==> src/rtl/serial_adder.sv <==
// Bit-serial unsigned adder: A and B are added one bit per clock, LSB first.
// The n+1 bit sum appears on S together with a one-cycle done pulse.
module serial_adder #(
    parameter int n = 4
) (
    input  logic         clk,
    input  logic         rst,
    input  logic         start,
    input  logic [n-1:0] A,
    input  logic [n-1:0] B,
    output logic [n:0]   S,
    output logic         busy,
    output logic         done
);

    localparam int cw = $clog2(n) + 1;

    typedef enum logic [1:0] {
        IDLE,
        ADD,
        DONE
    } state_t;

    state_t         state;
    state_t         state_next;
    logic [n-1:0]   opa;
    logic [n-1:0]   opb;
    logic [n-1:0]   result;
    logic           carry;
    logic [cw-1:0]  count;

    logic           sumbit;
    logic           carrynext;
    logic [n-1:0]   resultnext;
    logic           lastbit;

    // One full-adder slice; new sum bits enter the result from the MSB side.
    always_comb begin
        sumbit     = opa[0] ^ opb[0] ^ carry;
        carrynext  = (opa[0] & opb[0]) | (opa[0] & carry) | (opb[0] & carry);
        resultnext = n'({sumbit, result} >> 1);
        lastbit    = (count == cw'(n - 1));
    end

    always_comb begin
        state_next = state;
        case (state)
            IDLE:    if (start) state_next = ADD;
            ADD:     if (lastbit) state_next = DONE;
            DONE:    state_next = IDLE;
            default: state_next = IDLE;
        endcase
    end

    always_ff @(posedge clk or posedge rst) begin
        if (rst) begin
            state <= IDLE;
        end else begin
            state <= state_next;
        end
    end

    // S changes only on the final ADD edge, so it stays stable while busy.
    always_ff @(posedge clk or posedge rst) begin
        if (rst) begin
            opa    <= '0;
            opb    <= '0;
            result <= '0;
            carry  <= 1'b0;
            count  <= '0;
            S      <= '0;
        end else begin
            case (state)
                IDLE: begin
                    if (start) begin
                        opa   <= A;
                        opb   <= B;
                        carry <= 1'b0;
                        count <= '0;
                    end
                end
                ADD: begin
                    opa    <= opa >> 1;
                    opb    <= opb >> 1;
                    result <= resultnext;
                    carry  <= carrynext;
                    count  <= count + cw'(1);
                    if (lastbit) begin
                        S <= {carrynext, resultnext};
                    end
                end
                default: begin
                end
            endcase
        end
    end

    assign busy = (state == ADD);
    assign done = (state == DONE);

endmodule

==> config.mk <==
export PLATFORM = sky130hd
export DESIGN_NAME = serial_adder
export DESIGN_NICKNAME = d
export VERILOG_FILES = /design/src/rtl/serial_adder.sv
export SDC_FILE = /design/constraint.sdc
export NUM_CORES = 1
export LEC_CHECK = 0
export ABC_CLOCK_PERIOD_IN_PS = 3650
export CAP_MARGIN = 20
export CORE_MARGIN = 3
export CORE_UTILIZATION = 45
export CTS_CLUSTER_SIZE = 10
export DETAILED_ROUTE_END_ITERATION = 12
export PLACE_DENSITY_LB_ADDON = 0.05
export RECOVER_POWER = 50
export SLEW_MARGIN = 10
export SYNTH_ARGS = -nofsm -noshare
export SYNTH_HDL_FRONTEND = slang
export SYNTH_SLANG_ARGS = --single-unit
export TNS_END_PERCENT = 10
==> constraint.sdc <==
create_clock -name clk -period 3.65 [get_ports clk]
set_input_delay 0.5475 -clock clk [delete_from_list [all_inputs] [get_ports clk]]
set_output_delay 0.5475 -clock clk [all_outputs]
set_load 0.01 [all_outputs]
# Word-level counts from Yosys, hierarchy flattened
# Cells that the tools add are included.
word_totals:
  reg_bits: 23
  in_bits: 11
  out_inout_bits: 7
classes:
  add_sub_neg: 1
  eq_ne: 5
  n_mux: 11
  bitwise: 7
  reduce_logical: 5
ops:
  columns: ["op", "n"]
  rows:
  - ["$pmux 4 s2", 2]
  - ["$mux 4", 2]
  - ["$pmux 3 s2", 1]
  - ["$reduce_and 2->1", 3]
  - ["$mux 2", 2]
  - ["$pmux 2 s2", 1]
  - ["$add 3x1->3 const B", 1]
  - ["$and 1x1->1", 3]
  - ["$eq 3x2->1 const B", 1]
  - ["$mux 3", 1]
  - ["$eq 2x1->1 const B", 1]
  - ["$eq 2x2->1 const B", 1]
  - ["$logic_not 2->1", 1]
  - ["$ne 2x1->1 const B", 1]
  - ["$ne 2x2->1 const B", 1]
  - ["$or 1x1->1", 2]
  - ["$pmux 1 s2", 1]
  - ["$reduce_bool 2->1", 1]
  - ["$xor 1x1->1", 2]
  - ["$mux 1", 1]

# Logic depth before layout (Yosys ltp)
# Gate-level depths: netlist (run 1).
depth:
  depth_word: 4
  mapped_depth: 5
  mapped_depth_nobuf: 5

# Least setup slack after synthesis (run 1)
# Ideal clock, no wire load.
synth_timing:
  path_kind: "flip-flop to flip-flop"
  startpoint: "register count[0]"
  endpoint: "register S[2]"
  t_arrival_ns: 1.244
  t_required_ns: 3.525
  path_slack_ns: 2.281
  path_stages_with_launch: 5
  period_less_slack_ns: 1.369
  cell_sequence: "dfrtp_1 > ha_1 > ha_1 > nand2_1 > mux2_2"
synth_between:
  elab_chain_cells: 2
synth_lines:
  columns: ["item", "line", "source"]
  rows:
  - ["start: declaration", "30", "logic [cw-1:0] count;"]
  - ["start signal: assignment", "87", "count <= count + cw'(1);"]
  - ["$eq 3x2->1", "42", "lastbit = (count == cw'(n - 1));"]
  - ["$reduce_and 2->1 (no source line)", null, null]
  - ["end signal: assignment", "89", "S <= {carrynext, resultnext};"]
  - ["end: declaration", "11", "output logic [n:0] S,"]
# No other way between the ends.
# A chain may end at the register's enable or synchronous reset.

# Worst setup path in the final report (run 1)
layout_timing:
  startpoint: "register state[1]"
  endpoint: "output port busy"
layout_between:
  elab_chain_cells: 1
layout_lines:
  columns: ["item", "line", "source"]
  rows:
  - ["start: declaration", "24", "state_t state;"]
  - ["start signal: assignment", "59", "state <= state_next;"]
  - ["$eq 2x1->1", "98", "assign busy = (state == ADD);"]
  - ["end: declaration", "12", "output logic busy,"]
# No other way between the ends.

==> results of run 1 <==
## power breakdown
group          total (mW)  switching, mW  leakage, nW  internal [mW]
Sequential          0.441         0.0835        0.271          0.357
Combinational       0.398          0.194        0.243          0.203
Clock               0.129         0.0686       0.0210         0.0608
Total               0.968          0.346        0.534          0.621
## logic make-up after synthesis
| logic type | count (synthesis) | synth area share (%) |
|---|---|---|
| buf+inv | 11 | 4.70 |
| fa+ha+maj | 3 | 4.70 |
| simple gates | 23 | 11.1 |
| compound gates | 26 | 16.2 |
| mux | 5 | 5.87 |
| flops | 22 | 57.4 |
## routing by layer
metal | part of all wire (%) | vias to the layer above | track usage (%)
met3 | 5.1 | 2 | 2.58
met5 | 0 | - | 0
met4 | 0.75 | 0 | 6.38
met2 | 47 | 16 | 24.1
li1 | - | 345 | -
met1 | 47 | 339 | 19.9
## metrics by stage
stage	hold WS, ns	setup slack, ns	instances
6_report	0.483	1.14	134
3_5_place_dp	0.463	1.52	130
3_3_place_gp	0.461	1.56	130
4_1_cts	0.491	1.17	134
5_1_grt	0.517	0.972	134
2_1_floorplan	0.439	2.28	90
## state kept, by name, indices dropped and copies added, names as in the netlist
signal	flops
carry	1
state	2
count	3
opa	4
S	5
result	3
opb	4
## Yosys cell counts
master | count | share of area, %
dfrtp_1 | 22 | 57
nand2_1 | 13 | 5.1
o22ai_1 | 9 | 5.9
a21oi_1 | 7 | 3.7
inv_1 | 6 | 2.3
o21ai_0 | 6 | 3.1
nor2_1 | 4 | 1.6
buf_2 | 3 | 1.6
mux2_2 | 3 | 3.5
a22o_1 | 2 | 1.8
ha_1 | 2 | 2.6
mux2_1 | 2 | 2.3
nand2b_1 | 2 | 1.3
nor2b_1 | 2 | 1.3
clkbuf_1 | 1 | 0.39
fa_1 | 1 | 2.1
inv_2 | 1 | 0.39
nor3b_1 | 1 | 0.78
o21bai_1 | 1 | 0.78
o22a_1 | 1 | 0.91
or4b_1 | 1 | 1.0
## worst max-delay path, stage by stage, from the launching register on
cell,delay (ns)
dfrtp_1,0.49
nand2b_1,0.36
inv_1,0.25
clkdlybuf4s50_1,0.58
## final timing paths
| kind | to | slack (ns) | cells after the start |
|---|---|---|---|
| min in group asynchronous | count[0] | 0.83 | 2 |
| max in group asynchronous | S[4] | 2.30 | 2 |
| worst max-delay path | busy | 1.14 | 3 |
| worst min register to register | result[1] | 0.48 | 2 |
| worst min-delay path | result[1] | 0.48 | 2 |
| worst max register to register | S[3] | 1.80 | 4 |
## cell type report
cell class / instances / area [um2]
Inverter: 7 / 26.3
Multi-Input combinational cell: 57 / 363
Timing Repair Buffer: 17 / 170
Sequential cell: 22 / 551
Fill cell: 167 / 802
Clock buffer: 4 / 36.3
Tap cell: 27 / 33.8
==> results.tsv, run 1 <==
stage	metric	value	unit
clock_network	Post-CTS Resized	0	
worst_setup_path	Req. time, crit path	3.10	ns
worst_setup_path	crit path launch	state[1]	
worst_setup_path	worst r2r src	state[1]	
routing	Detailed Route WL	1730	um
worst_setup_path	CP endpoint kind	primary output	
global_routing	initial antenna violation count	0	
clock_network	post-CTS setup buffers	0	
power_and_ir_drop	Worst VDD drop	0.418	mV
final_layout	area grow syn2layout	23.1	%
flow_run	max_cap viols	0	
final_layout	# nets final	122	
timing	Final setup viols	0	
power_and_ir_drop	P_leak	0.534	nW
clock_network	total CTS buffers	3	
timing	f_max	0.398	GHz
final_layout	Core Util, Final	59.5	%
clock_network	clk slew on worst S/H paths	0.12	ns
clock_network	htree depth	1	
global_routing	Overflow after GRT	0	
outcome	status	completed	
clock_network	CTS Sinks	22	
floorplan	die area	2720	um2
place	DP HPWL	1280	um
timing	Worst-Margin Slew	0.821	ns
yosys	Syn Nets	104	
routing	wire per inst	12.9	um
yosys	Synth warnings	0	
routing	antenna violation net count after detailed routing	0	
routing	Via Count	702	
floorplan	I/O pin count	18	
timing	final critical-path share of the clock period	68.9	%
worst_setup_path	Crit Path Class	reg2out	
place	routability congestion estimate	0.830	
timing	max-slew headroom at the worst pin	45.2	%
final_layout	Final Cell Area	1180	um2
floorplan	initial core utilization	48.4	%
floorplan	num rows	16	
clock_network	CTS tree	built	
worst_setup_path	crit path launch type	flip-flop	
worst_setup_path	crit path DAT	1.97	ns
timing	Clock Skew	0.00805	ns
final_layout	ratio of cells with drive above 1 in the final layout	6.54	%
yosys	sequential area share after synthesis	57.4	%
global_routing	gr usage total	15.0	%
routing	DRT iter0 DRCs	6	
worst_hold_path	Hold WC Path Type	reg2reg	
clock_network	Worst-Skew Late Latency	0.30	ns
timing	final hold vios	0	
final_layout	most frequent cells in the layout	dfrtp_1 (22), clkdlybuf4s50_1 (15), nand2_1 (13), o22ai_1 (9)	
yosys	post-synth cell types	21	
clock_network	hold_buf cts	0	
routing	router iterations before antenna repair	4	
power_and_ir_drop	PD cells	820	nW/um2
floorplan	Core Region	1980	um2
timing	minimum clock period	2.51	ns
floorplan	Die H	52.2	um
yosys	cell area after synthesis	958	um2
yosys	synthesized area per cell	10.6	um2
global_routing	vias in the first global route	705	
final_layout	commonest non-fill, non-tap cell in the layout	dfrtp_1	
place	placed cell area	1140	um2
global_routing	first-pass GRT wire length	3010	um
routing	via/cell ratio	5.24	
worst_setup_path	CP Max Fanout	11	
place	PortBufs	17	
yosys	post-synthesis sequential element count	22	
clock_network	Root Driver	clkbuf_4	
timing	RSZ-0062 raised after global routing	no	
timing	Final Max Slew Viols	0	
routing	DRC	0	
worst_hold_path	Hold Startpoint	result[1]	
clock_network	clock buffer depth	2	
power_and_ir_drop	total power	0.968	mW
timing	setup tns final	0	ns
final_layout	ant diodes	0	
floorplan	width of the die	52.2	um
yosys	Post-Syn Instances	90	
global_routing	pin count of the biggest net entering global routing	23	
Power figures use the tool's default switching activity.
==> inputs of run 2 (changes only) <==
- ABC_CLOCK_PERIOD_IN_PS: 3650 -> 2600
- clock period: 3.65 -> 2.6 ns (I/O delays scaled with it)
==> run 2 against run 1 <==
Critical endpoint unchanged. Via count shrank 1.6%. Die area is the same. Core utilization shrank 0.69 points.
==> results.tsv, run 2 (synthesized netlist as in run 1, its figures left out) <==
stage	metric	value	unit
outcome	status	completed	
timing	Final setup viols	0	
timing	setup tns final	0	ns
worst_setup_path	Crit Path Class	reg2out	
routing	DRT iter0 DRCs	1	
global_routing	Overflow after GRT	0	
global_routing	vias in the first global route	656	
power_and_ir_drop	PD cells	1140	nW/um2
routing	via/cell ratio	5.20	
final_layout	ant diodes	0	
timing	f_max	0.436	GHz
final_layout	area grow syn2layout	21.7	%
place	placed cell area	1140	um2
final_layout	fill cell count	179	
timing	RSZ-0062 raised after global routing	no	
final_layout	commonest non-fill, non-tap cell in the layout	dfrtp_1	
clock_network	Worst-Skew Late Latency	0.30	ns
power_and_ir_drop	Worst VDD drop	0.565	mV
worst_setup_path	crit path launch type	flip-flop	
global_routing	gr usage total	15.0	%
worst_setup_path	Req. time, crit path	2.21	ns
floorplan	die area	2720	um2
final_layout	# nets final	122	
clock_network	Post-CTS Resized	0	
timing	final critical-path share of the clock period	88.2	%
routing	wire per inst	13.0	um
timing	final hold vios	0	
floorplan	initial core utilization	48.4	%
clock_network	CTS Sinks	22	
global_routing	pin count of the biggest net entering global routing	23	
routing	antenna violation net count after detailed routing	0	
timing	Final Max Slew Viols	0	
floorplan	width of the die	52.2	um
final_layout	Final Cell Area	1170	um2
clock_network	htree depth	1	
timing	max-slew headroom at the worst pin	47.4	%
worst_setup_path	crit path DAT	1.90	ns
worst_setup_path	worst r2r src	state[1]	
timing	minimum clock period	2.29	ns
final_layout	max FFs per register	5	
final_layout	register name with the most flops	S	
routing	Detailed Route WL	1730	um
clock_network	CTS tree	built	
worst_setup_path	crit path launch	state[1]	
floorplan	Die H	52.2	um
worst_setup_path	CP Max Fanout	11	
floorplan	Core Region	1980	um2
floorplan	I/O pin count	18	
place	routability congestion estimate	0.826	
global_routing	first-pass GRT wire length	2940	um
routing	router iterations before antenna repair	4	
routing	Via Count	691	
timing	Clock Skew	0.00439	ns
final_layout	ratio of cells with drive above 1 in the final layout	6.60	%
clock_network	total CTS buffers	3	
clock_network	hold_buf cts	0	
final_layout	Regs by FF count	S (5), opa (4), opb (4)	
timing	Worst-Margin Slew	0.789	ns
flow_run	max_cap viols	0	
worst_hold_path	Hold Startpoint	result[1]	
clock_network	Root Driver	clkbuf_4	
clock_network	clk slew on worst S/H paths	0.12	ns
floorplan	num rows	16	
routing	DRC	0	
worst_setup_path	CP endpoint kind	primary output	
final_layout	most frequent cells in the layout	dfrtp_1 (22), clkdlybuf4s50_1 (15), nand2_1 (13), o22ai_1 (9), a21oi_1 (7)	
place	PortBufs	17	
clock_network	post-CTS setup buffers	0	
worst_hold_path	Hold WC Path Type	reg2reg	
clock_network	clock buffer depth	2	
global_routing	initial antenna violation count	0	
place	DP HPWL	1270	um
power_and_ir_drop	P_leak	0.526	nW
run 2: changes by cell type in the layout (fill, tap and decap cells not counted):
cell and delta:
inv_2 +1, clkbuf_8 -1, inv_1 -1
run 2: cell type report:
cell class                      count  area [um2]  share of cell area (%)
Clock buffer                        3        22.5                    1.93
Inverter                            7        26.3                    2.25
Multi-Input combinational cell     57         363                    31.1
Sequential cell                    22         551                    47.2
Tap cell                           27        33.8                    2.90
Timing Repair Buffer               17         170                    14.6
run 2: metal layers:
layer | routed length [um] | global-route usage (%) | part of all wire (%) | up-vias
met2 | 812 | 23.4 | 47 | 14
li1 | - | - | - | 345
met4 | 20 | 7.66 | 1.2 | 0
met1 | 816 | 19.2 | 47 | 330
met5 | 0 | 0 | 0 | -
met3 | 85 | 3.72 | 4.9 | 2
run 2: metrics by stage:
step	utilization, %	power, mW	hold WS, ns	setup slack [ns]	std cells
6_report	58.8	1.33	0.492	0.308	133
5_1_grt	58.8	1.46	0.539	0.158	133
4_1_cts	58.8	1.34	0.493	0.302	133
3_5_place_dp	57.7	1.20	0.466	0.634	130
3_3_place_gp	57.7	1.18	0.460	0.672	130
2_1_floorplan	-	0.990	0.379	1.23	90
run 2: worst paths after layout:
| check | depth (start not counted) | endpoint | slack [ns] |
|---|---|---|---|
| max | 3 | busy | 0.31 |
| min | 2 | result[1] | 0.49 |
| max reg2reg | 4 | S[2] | 0.83 |
| min reg2reg | 2 | result[1] | 0.49 |
| max in group asynchronous | 2 | S[3] | 1.44 |
| min in group asynchronous | 2 | count[0] | 0.67 |
run 2: worst max-delay path, stage by stage (launching register included):
cell             delay (ns)
dfrtp_1                0.49
nand2b_1               0.36
inv_2                  0.20
clkdlybuf4s50_1        0.56
run 2: report_power, final:
part           internal (mW)  leakage (nW)  total [mW]  switching, mW
clock network         0.0539        0.0138       0.150         0.0961
logic                  0.286         0.242       0.561          0.275
registers              0.502         0.271       0.620          0.118
total                  0.842         0.526        1.33          0.488
